--- config.mk ---
export PLATFORM = sky130hd
export DESIGN_NAME = tdm_demux4
export DESIGN_NICKNAME = d
export VERILOG_FILES = /design/src/rtl/tdm_demux4.sv
export SDC_FILE = /design/constraint.sdc
export NUM_CORES = 1
export LEC_CHECK = 0
export ABC_AREA = 1
export BUFFER_PORTS_ARGS = -buffer_cell sky130_fd_sc_hd__buf_4
export CORE_MARGIN = 2
export CORE_UTILIZATION = 30
export CTS_CLUSTER_SIZE = 10
export DETAILED_ROUTE_END_ITERATION = 7
export PLACE_DENSITY = 0.47
export SLEW_MARGIN = 20
export SYNTH_ARGS = -nofsm -noshare
export SYNTH_HDL_FRONTEND = slang
export SYNTH_SLANG_ARGS = --single-unit
--- constraint.sdc ---
create_clock -name clk -period 3.8 [get_ports clk]
set_input_delay 0.76 -clock clk [delete_from_list [all_inputs] [get_ports clk]]
set_output_delay 0.76 -clock clk [all_outputs]
set_load 0.02 [all_outputs]
--- src/rtl/tdm_demux4.sv ---
// Four-channel TDM receiver: tracks slot position from a frame-sync marker
// with a flywheel HUNT/LOCKED state machine and reassembles each frame into four registered outputs.
module tdm_demux4 #(
  parameter int WIDTH      = 4,
  parameter int MISS_LIMIT = 2
) (
  input  logic             clk,
  input  logic             rst,
  input  logic [WIDTH-1:0] din,
  input  logic             din_valid,
  input  logic             frame_sync,
  output logic [WIDTH-1:0] y0,
  output logic [WIDTH-1:0] y1,
  output logic [WIDTH-1:0] y2,
  output logic [WIDTH-1:0] y3,
  output logic             frame_valid,
  output logic             locked,
  output logic             sync_err
);

  localparam int MW = (MISS_LIMIT < 1) ? 1 : $clog2(MISS_LIMIT + 1);
  localparam logic [MW-1:0] MISS_MAX = MW'(MISS_LIMIT);

  typedef enum logic {
    ST_HUNT   = 1'b0,
    ST_LOCKED = 1'b1
  } state_t;

  state_t           state_q, state_d;
  logic [1:0]       slot_q, slot_d;
  logic [MW-1:0]    miss_q, miss_d;
  logic [MW-1:0]    miss_inc;
  logic [WIDTH-1:0] s0_q, s0_d, s1_q, s1_d, s2_q, s2_d;
  logic [WIDTH-1:0] y0_q, y0_d, y1_q, y1_d, y2_q, y2_d, y3_q, y3_d;
  logic             fv_q, fv_d;
  logic             se_q, se_d;

  assign miss_inc = miss_q + MW'(1);

  always_comb begin
    state_d = state_q;
    slot_d  = slot_q;
    miss_d  = miss_q;
    s0_d    = s0_q;
    s1_d    = s1_q;
    s2_d    = s2_q;
    y0_d    = y0_q;
    y1_d    = y1_q;
    y2_d    = y2_q;
    y3_d    = y3_q;
    fv_d    = 1'b0;
    se_d    = 1'b0;

    if (din_valid) begin
      case (state_q)
        ST_HUNT: begin
          if (frame_sync) begin
            s0_d    = din;
            slot_d  = 2'd1;
            miss_d  = '0;
            state_d = ST_LOCKED;
          end
        end

        ST_LOCKED: begin
          if (slot_q == 2'd0) begin
            if (frame_sync) begin
              s0_d   = din;
              slot_d = 2'd1;
              miss_d = '0;
            end else if (miss_inc == MISS_MAX) begin
              // Too many consecutive missing markers: drop the beat and re-hunt.
              state_d = ST_HUNT;
              se_d    = 1'b1;
              slot_d  = 2'd0;
              miss_d  = '0;
            end else begin
              miss_d = miss_inc;
              s0_d   = din;
              slot_d = 2'd1;
            end
          end else if (frame_sync) begin
            // Marker mid-frame: abandon the partial frame and realign here.
            se_d   = 1'b1;
            s0_d   = din;
            slot_d = 2'd1;
            miss_d = '0;
          end else begin
            slot_d = slot_q + 2'd1;
            case (slot_q)
              2'd1: s1_d = din;
              2'd2: s2_d = din;
              2'd3: begin
                y0_d = s0_q;
                y1_d = s1_q;
                y2_d = s2_q;
                y3_d = din;
                fv_d = 1'b1;
              end
              default: ;
            endcase
          end
        end

        default: state_d = ST_HUNT;
      endcase
    end
  end

  always_ff @(posedge clk or posedge rst) begin
    if (rst) begin
      state_q <= ST_HUNT;
      slot_q  <= 2'd0;
      miss_q  <= '0;
      s0_q    <= '0;
      s1_q    <= '0;
      s2_q    <= '0;
      y0_q    <= '0;
      y1_q    <= '0;
      y2_q    <= '0;
      y3_q    <= '0;
      fv_q    <= 1'b0;
      se_q    <= 1'b0;
    end else begin
      state_q <= state_d;
      slot_q  <= slot_d;
      miss_q  <= miss_d;
      s0_q    <= s0_d;
      s1_q    <= s1_d;
      s2_q    <= s2_d;
      y0_q    <= y0_d;
      y1_q    <= y1_d;
      y2_q    <= y2_d;
      y3_q    <= y3_d;
      fv_q    <= fv_d;
      se_q    <= se_d;
    end
  end

  assign y0          = y0_q;
  assign y1          = y1_q;
  assign y2          = y2_q;
  assign y3          = y3_q;
  assign frame_valid = fv_q;
  assign sync_err    = se_q;
  assign locked      = (state_q == ST_LOCKED);

endmodule
Word level (Yosys, flattened, before mapping):

Cells that the tools add are included.

* register bits after elaboration: 35

* $add $sub $neg: 2
* equality and inequality tests: 6
* muxes and demuxes: 31
* bitwise gates (word level): 3
* reductions and logical operators: 6

Operators with widths (number)
* 1-bit 2-to-1 mux: 16
* 4-bit 2-to-1 mux: 4
* 5-bit AND reduction: 3
* 2-bit 2-to-1 mux: 7
* 2-bit one-hot mux with 2 select lines: 2
* 4-bit one-hot mux with 2 select lines: 1
* 2-bit equality test, second input constant: 3
* 2-bit by 1-bit adder with 2-bit output, second input constant: 2
* 4-bit inequality test, second input constant: 1
* 2-bit AND reduction: 2
* 1-bit NOT: 3
* 2-bit by 1-bit equality test with 1-bit output, second input constant: 1
* 2-bit logical NOT: 1
* 2-bit inequality test, second input constant: 1
* 1-bit one-hot mux with 2 select lines: 1

Longest topological paths before layout:

Gate-level depths: netlist of the first run.

* depth in word-level cells: 7
* gate-level depth with buffers: 10

Worst setup path after synthesis of the first run:

No wires, ideal clock.

* path type: in2reg
* from: input port din_valid
* to: register y3_q[0] (netlist: y3[0])
* setup time: 0.121 ns
* arrival time: 1.329 ns
* data required time: 3.679 ns
* path slack: 2.350 ns
* stages: 6
* buffers on the path: 1
* cell sequence: nand2_2 nor2_4 nand2_2 buf_2 nand2_1 o21ai_1

* cells in the longest elaborated chain, start to end: 1

RTL lines
* start: declaration: RTL line 10 `input logic din_valid,`
* 5-bit AND reduction (no source line)
* end signal: assignment: RTL line 134 `y3_q <= y3_d;`
* end: declaration: RTL line 34 `logic [WIDTH-1:0] y0_q, y0_d, y1_q, y1_d, y2_q, y2_d, y3_q, y3_d;`

Every way passes these cells.
A chain may end at the register's enable or synchronous reset.

Final worst setup path of the first run:

* from: register slot_q[0]
* to: register y1_q[3] (netlist: y1[3])

* cells in the longest elaborated chain, start to end: 3
* elaborated cells between the ends (all ways): 4
* classes of those cells: 1 x eq/ne; 1 x bitwise; 2 x reduce/logical

RTL lines
* start: declaration: RTL line 30 `logic [1:0] slot_q, slot_d;`
* start signal: assignment: RTL line 126 `slot_q <= slot_d;`
* 2-bit logical NOT: RTL line 66 `if (slot_q == 2'd0) begin`
* 1-bit NOT (no source line)
* 5-bit AND reduction (no source line) *
* end signal: assignment: RTL line 132 `y1_q <= y1_d;`
* end: declaration: RTL line 34

Every way passes the cells marked *; elsewhere a longest branch is shown, timed or not.

==> key figures, run 1 <==
Yosys
  – Post-synth EDFFs: 0
  – Top post-synthesis cells by count: nand2_1, dfrtp_1, inv_1
  – Synthesized area: 1461 um^2
  – Cell taking the most area after synthesis: dfrtp_1
  – Avg Inst Size Synth: 8.966 um^2
  – Cells after synthesis: 163
  – Yosys reg bits: 35
  – Synth top area share: 0.5993
  – Fraction of registers with async set or reset after synthesis: 1.000
  – Yosys warnings: 0
  – Distinct cells, synth: 16
  – Top-count cell post-synth: nand2_1
  – Top FF cell, synth: dfrtp_1
  – Synth top area cells: dfrtp_1, nand2_1, ha_1, inv_1, nand3_1
  – Syn_nets: 176
  – Sequential share of the synthesized area: 0.5993

STA
  – Final min period: 1.773 ns
  – Skew final: 0.008168 ns
  – Max-slew violation count: 0
  – Crit share post-route: 0.4666
  – Worst slew pin tran: 0.4398 ns
  – RSZ-0062 raised after global routing: false
  – WHS: 0.4748 ns
  – Setup-failing EPs final: 0
  – Setup TNS: 0 ns
  – Slew HR: 0.7068
  – Fmax: 564.0 MHz
  – Final worst slack: 2.027 ns
  – Final Hold Fails: 0

Placement
  – Buffers on Ports: 26
  – DP HPWL: 2054 um
  – GP Congestion: 0.8925
  – DP Worst Slack: 1.862 ns

Global routing
  – Met1 usage: 0.1462
  – Total GRT Usage: 0.1216
  – Initial antenna violation count: 0
  – Global Route met3 Usage: 0.05075
  – Largest net degree at the start of global routing: 36
  – Overflow after GRT: 0
  – Grt peak-use layer: met2
  – First-pass GRT wire length: 4871 um
  – Vias in the first global route: 1,048
  – GR met2 Demand/Resource: 0.1895

Clocking
  – Clk sink count: 35
  – CTS tree: done
  – Clock Pin Slew Worst Setup and Hold Paths: 0.08 ns
  – CTS buffer count: 5
  – Clk root buf: clkbuf_8
  – # resized after CTS: 0
  – Worst skew pair latency: 0.29 ns
  – # hold bufs at CTS: 0
  – H-tree lvl count: 2
  – Max Buffers Root-to-Sink: 2
  – Post-CTS setup repair buffer count: 0

Floorplan
  – Die W: 73.80 um
  – IO Pins: 27
  – Die H: 73.80 um
  – Starting Density: 0.3094
  – Die area: 5446 um^2
  – Core outline area: 4723 um^2
  – # rows: 25

Job
  – Max cap viols: 0

Cells and area
  – Layout cell share with drive strength beyond 1: 0.2051
  – Final core occ: 0.3844
  – # diodes: 0
  – Syn-to-layout area delta: 24.23%
  – Layout filler cell count: 474
  – Fin nets: 207

Power
  – Leakage power figure: 0.9871 nW
  – Peak VDD IR: 0.3123 mV
  – Power density over the cells: 756.7 nW/um^2
  – Total power: 1.374 mW

Routing
  – Initial DRT Pass Iterations: 4
  – Vias: 1,082
  – Post-route ant nets: 0
  – DR DRC count: 0
  – Vias per inst: 4.130
  – Initial DRC Count: 67
  – DR WL/cell: 10.79 um
  – Routed WL: 2827 um

Setup path
  – Worst-path maximum fanout: 21
  – Crit-path leading delay family: simple AND/OR/NAND/NOR gates
  – Crit. End Element: flip-flop
  – Kind of critical path: flip-flop to flip-flop
  – CP most frequent cell: nand2_1
  – Buffers & Inverters on Critical Path: 3
  – Setup crit start kind: flip-flop
  – Slowest stage delay, CP: 0.38 ns
  – Required @ worst endpoint: 4.03 ns
  – Arr. time, crit path: 2.00 ns
  – Crit-path cells: inv_1, ha_1, inv_1, nand2_1, nor2_4, nand2_2, inv_2, nand2_1, nand2_1
  – Crit-path slowest cell: dfrtp_1

Run status
  – Status: finished clean

Worst hold path
  – Hold crit path type: flip-flop to flip-flop
-- flip-flops by register name, summed over array words and instances (netlist names) --
signal / flops
frame_valid: 1
locked: 1
miss_q: 2
s0_q: 4
s1_q: 4
s2_q: 4
slot_q: 2
sync_err: 1
y0: 4
y1: 4
y2: 4
y3: 4
-- per-layer routing --
layer | wire length (um) | up-vias | part of all wire
met5 | 0 | - | 0
met2 | 1337 | 25 | 0.47
met1 | 1283 | 487 | 0.45
li1 | - | 564 | -
met4 | 52 | 0 | 0.018
met3 | 153 | 6 | 0.054
-- cell usage in the layout (no fill, tap or decap), drive strengths merged --
master / count
o21ai: 14
nand2: 71
dfrtp: 35
nand3: 10
clkinvlp: 2
ha: 5
inv: 17
a21oi: 2
clkinv: 1
nor2: 5
nand4: 1
clkbuf: 5
buf: 27
-- layout make-up --
cell class / instances / area (um^2) / area share
repair buffers: 27 / 202.7 / 0.1116
flip-flops and latches: 35 / 875.8 / 0.4824
inverters: 17 / 63.81 / 0.03515
multi-input cells: 108 / 500.5 / 0.2757
clock inverters: 3 / 20.02 / 0.01103
clock buffers: 5 / 68.82 / 0.03790
well taps: 67 / 83.83 / 0.04618
-- kinds of logic (layout without fill, tap and decap cells) --
logic type      count (synthesis)  after routing  share of synthesized area
simple gates                   87             87                     0.2423
flops                          35             35                     0.5993
buf+inv                        20             52                    0.05822
compound gates                 16             16                    0.05736
fa+ha+maj                       5              5                    0.04281
-- worst register-to-register path: stages, from the launching register on --
cell and delay, ns:
dfrtp_1 0.38, inv_1 0.11, ha_1 0.26, inv_1 0.08, nand2_1 0.08, nor2_4 0.12, nand2_2 0.24, inv_2 0.28
nand2_1 0.09, nand2_1 0.07
-- metrics by stage --
stage | instance area (um^2) | instances
2_1_floorplan | 1461 | 163
3_3_place_gp | 1727 | 254
3_5_place_dp | 1727 | 254
4_1_cts | 1815 | 262
5_1_grt | 1815 | 262
6_report | 1815 | 262
-- report_power, final --
part / total, mW / internal, mW / switching (mW)
logic: 0.502 / 0.206 / 0.296
clock network: 0.269 / 0.127 / 0.141
registers: 0.603 / 0.522 / 0.0813
total: 1.37 / 0.855 / 0.519
-- path summary, 6_finish.rpt --
kind / startpoint / endpoint / slack, ns / cells past startpoint
setup / recovery: slot_q[0] / y1[3] / 2.03 / 9
hold / removal: s0_q[0] / y0[0] / 0.47 / 2
setup reg to reg: slot_q[0] / y1[3] / 2.03 / 9
hold reg to reg: s0_q[0] / y0[0] / 0.47 / 2
max in group asynchronous: rst / y2[3] / 2.92 / 3
min in group asynchronous: rst / frame_valid / 0.56 / 3
No activity file was read; power rests on OpenSTA's default activity.
==> run 2, diff against run 1 <==
==> constraint.sdc (replaced) <==
create_clock -name clk -period 1.75 [get_ports clk]
set_input_delay 0.35 -clock clk [delete_from_list [all_inputs] [get_ports clk]]
set_output_delay 0.35 -clock clk [all_outputs]
set_load 0.02 [all_outputs]
==> run 2 against run 1 <==
Non-clock buffer count grew 2. Clock power increased by 110%. Global-route usage decreased by 0.061 points. Sequential share of layout area decreased by 0.36 points. First-iteration DRC count is 16% higher. Fmax up 12%. Critical path depth is the same. Routed wire length is 0.92% higher. Clock skew fell by 0.0055 ns. Worst hold slack worse by 0.30 ns. Combinational power is 120% higher. Final cell count rose by 0.38%.
==> key figures, run 2 (synthesis results as in run 1) <==
STA
  – Skew final: 0.002716 ns
  – Crit share post-route: 0.9018
  – Max-slew violation count: 0
  – Setup-failing EPs final: 0
  – Worst slew pin tran: 0.4420 ns
  – RSZ-0062 raised after global routing: false
  – Slew HR: 0.7053
  – Final min period: 1.578 ns
  – Fmax: 633.7 MHz
  – Setup TNS: 0 ns
  – Final Hold Fails: 0

Floorplan
  – Core outline area: 4723 um^2
  – Die W: 73.80 um
  – Die H: 73.80 um
  – # rows: 25
  – IO Pins: 27
  – Starting Density: 0.3094
  – Die area: 5446 um^2

Cells and area
  – Commonest non-fill, non-tap cell in the layout: nand2_1
  – Fin nets: 209
  – Layout cell share with drive strength beyond 1: 0.2092
  – Final instance area: 1829 um^2
  – Highest-count cells in the layout ignoring fill and taps: nand2_1, dfrtp_1, buf_4
  – # diodes: 0
  – Syn-to-layout area delta: 25.17%

Power
  – Leakage power figure: 1.002 nW
  – Peak VDD IR: 0.5345 mV
  – Power density over the cells: 1632 nW/um^2

Global routing
  – First-pass GRT wire length: 4940 um
  – Total GRT Usage: 0.1210
  – Initial antenna violation count: 0
  – Vias in the first global route: 1,097
  – Overflow after GRT: 0
  – Largest net degree at the start of global routing: 36

Routing
  – Vias: 1,115
  – DR WL/cell: 10.85 um
  – Initial DRC Count: 78
  – Routed WL: 2853 um
  – Initial DRT Pass Iterations: 5
  – Vias per inst: 4.240
  – Post-route ant nets: 0
  – DR DRC count: 0

Job
  – Max cap viols: 0

Clocking
  – # hold bufs at CTS: 0
  – CTS buffer count: 5
  – Post-CTS setup repair buffer count: 0
  – Worst skew pair latency: 0.28 ns
  – Clock Pin Slew Worst Setup and Hold Paths: 0.06 ns
  – H-tree lvl count: 2
  – Clk sink count: 35
  – # resized after CTS: 0
  – CTS tree: done
  – Clk root buf: clkbuf_8
  – Max Buffers Root-to-Sink: 2

Run status
  – Status: finished clean

Worst hold path
  – Hold crit path type: input pin to asynchronous set/reset pin

Placement
  – Buffers on Ports: 26
  – Dpl cell area: 1742 um^2
  – GP Congestion: 0.9437
  – DP HPWL: 2097 um

Setup path
  – Setup crit start kind: flip-flop
  – Crit. End Element: flip-flop
  – Reg2reg path depth: 9
  – Worst-path maximum fanout: 13
  – Kind of critical path: flip-flop to flip-flop
  – Required @ worst endpoint: 1.97 ns
  – Arr. time, crit path: 1.80 ns
## run 2: cell types whose count changed in the layout (fill, tap and decap cells not counted), sizes merged
cell / delta
clkinvlp: -2
clkbuf: +1
buf: +2
## run 2: area by class of cell
class	count	area [um^2]
Multi-Input combinational cell	108	500.5
Inverter	17	63.81
Timing Repair Buffer	29	217.7
Clock buffer	6	82.58
Clock inverter	1	5.005
Sequential cell	35	875.8
Tap cell	67	83.83
Fill cell	480	2894
## run 2: path summary, 6_finish.rpt
| kind | start | end | slack (ns) |
|---|---|---|---|
| max in group asynchronous | rst | y2[3] | 1.26 |
| min in group clk | din[1] | s0_q[1] | 0.32 |
| setup reg to reg | slot_q[0] | y1[3] | 0.17 |
| hold / removal | rst | y1[0] | 0.17 |
| hold reg to reg | s2_q[1] | y2[1] | 0.47 |
| setup / recovery | slot_q[0] | y1[3] | 0.17 |
## run 2: per-stage QoR
stage / instances / setup WS (ns) / total power, mW / util / hold slack, ns
final: 263 / 0.1719 / 2.986 / 0.3873 / 0.1737
after global routing: 263 / 0.01724 / 3.242 / 0.3873 / 0.2078
after CTS: 263 / 0.1482 / 3.030 / 0.3873 / 0.1836
after detailed placement: 256 / 0.1676 / 2.443 / 0.3687 / 0.4639
after global placement: 256 / 0.2404 / 2.425 / 0.3687 / 0.4607
after floorplan: 163 / 0.3833 / 2.001 / - / 0.4422
## run 2: report_power, final
group          switching [mW]  total, mW  internal [mW]
combinational           0.644       1.10          0.453
sequential              0.179       1.31           1.13
clock                   0.268      0.576          0.308
## run 2: metal layers
| metal | part of all wire | up-vias | GRT usage |
|---|---|---|---|
| met1 | 0.45 | 516 | 0.1383 |
| met4 | 0.019 | 0 | 0.04848 |
| met3 | 0.043 | 6 | 0.04115 |
| li1 | - | 566 | - |
| met5 | 0 | - | 0 |
| met2 | 0.49 | 27 | 0.2063 |
## run 2: critical path, stage by stage, from the launching register on
cell and delay [ns]:
dfrtp_1 0.37, inv_1 0.10, ha_1 0.26, inv_1 0.08
nand2_1 0.08, nor2_4 0.13, nand2_2 0.13, inv_2 0.21
nand2_1 0.08, nand2_1 0.07
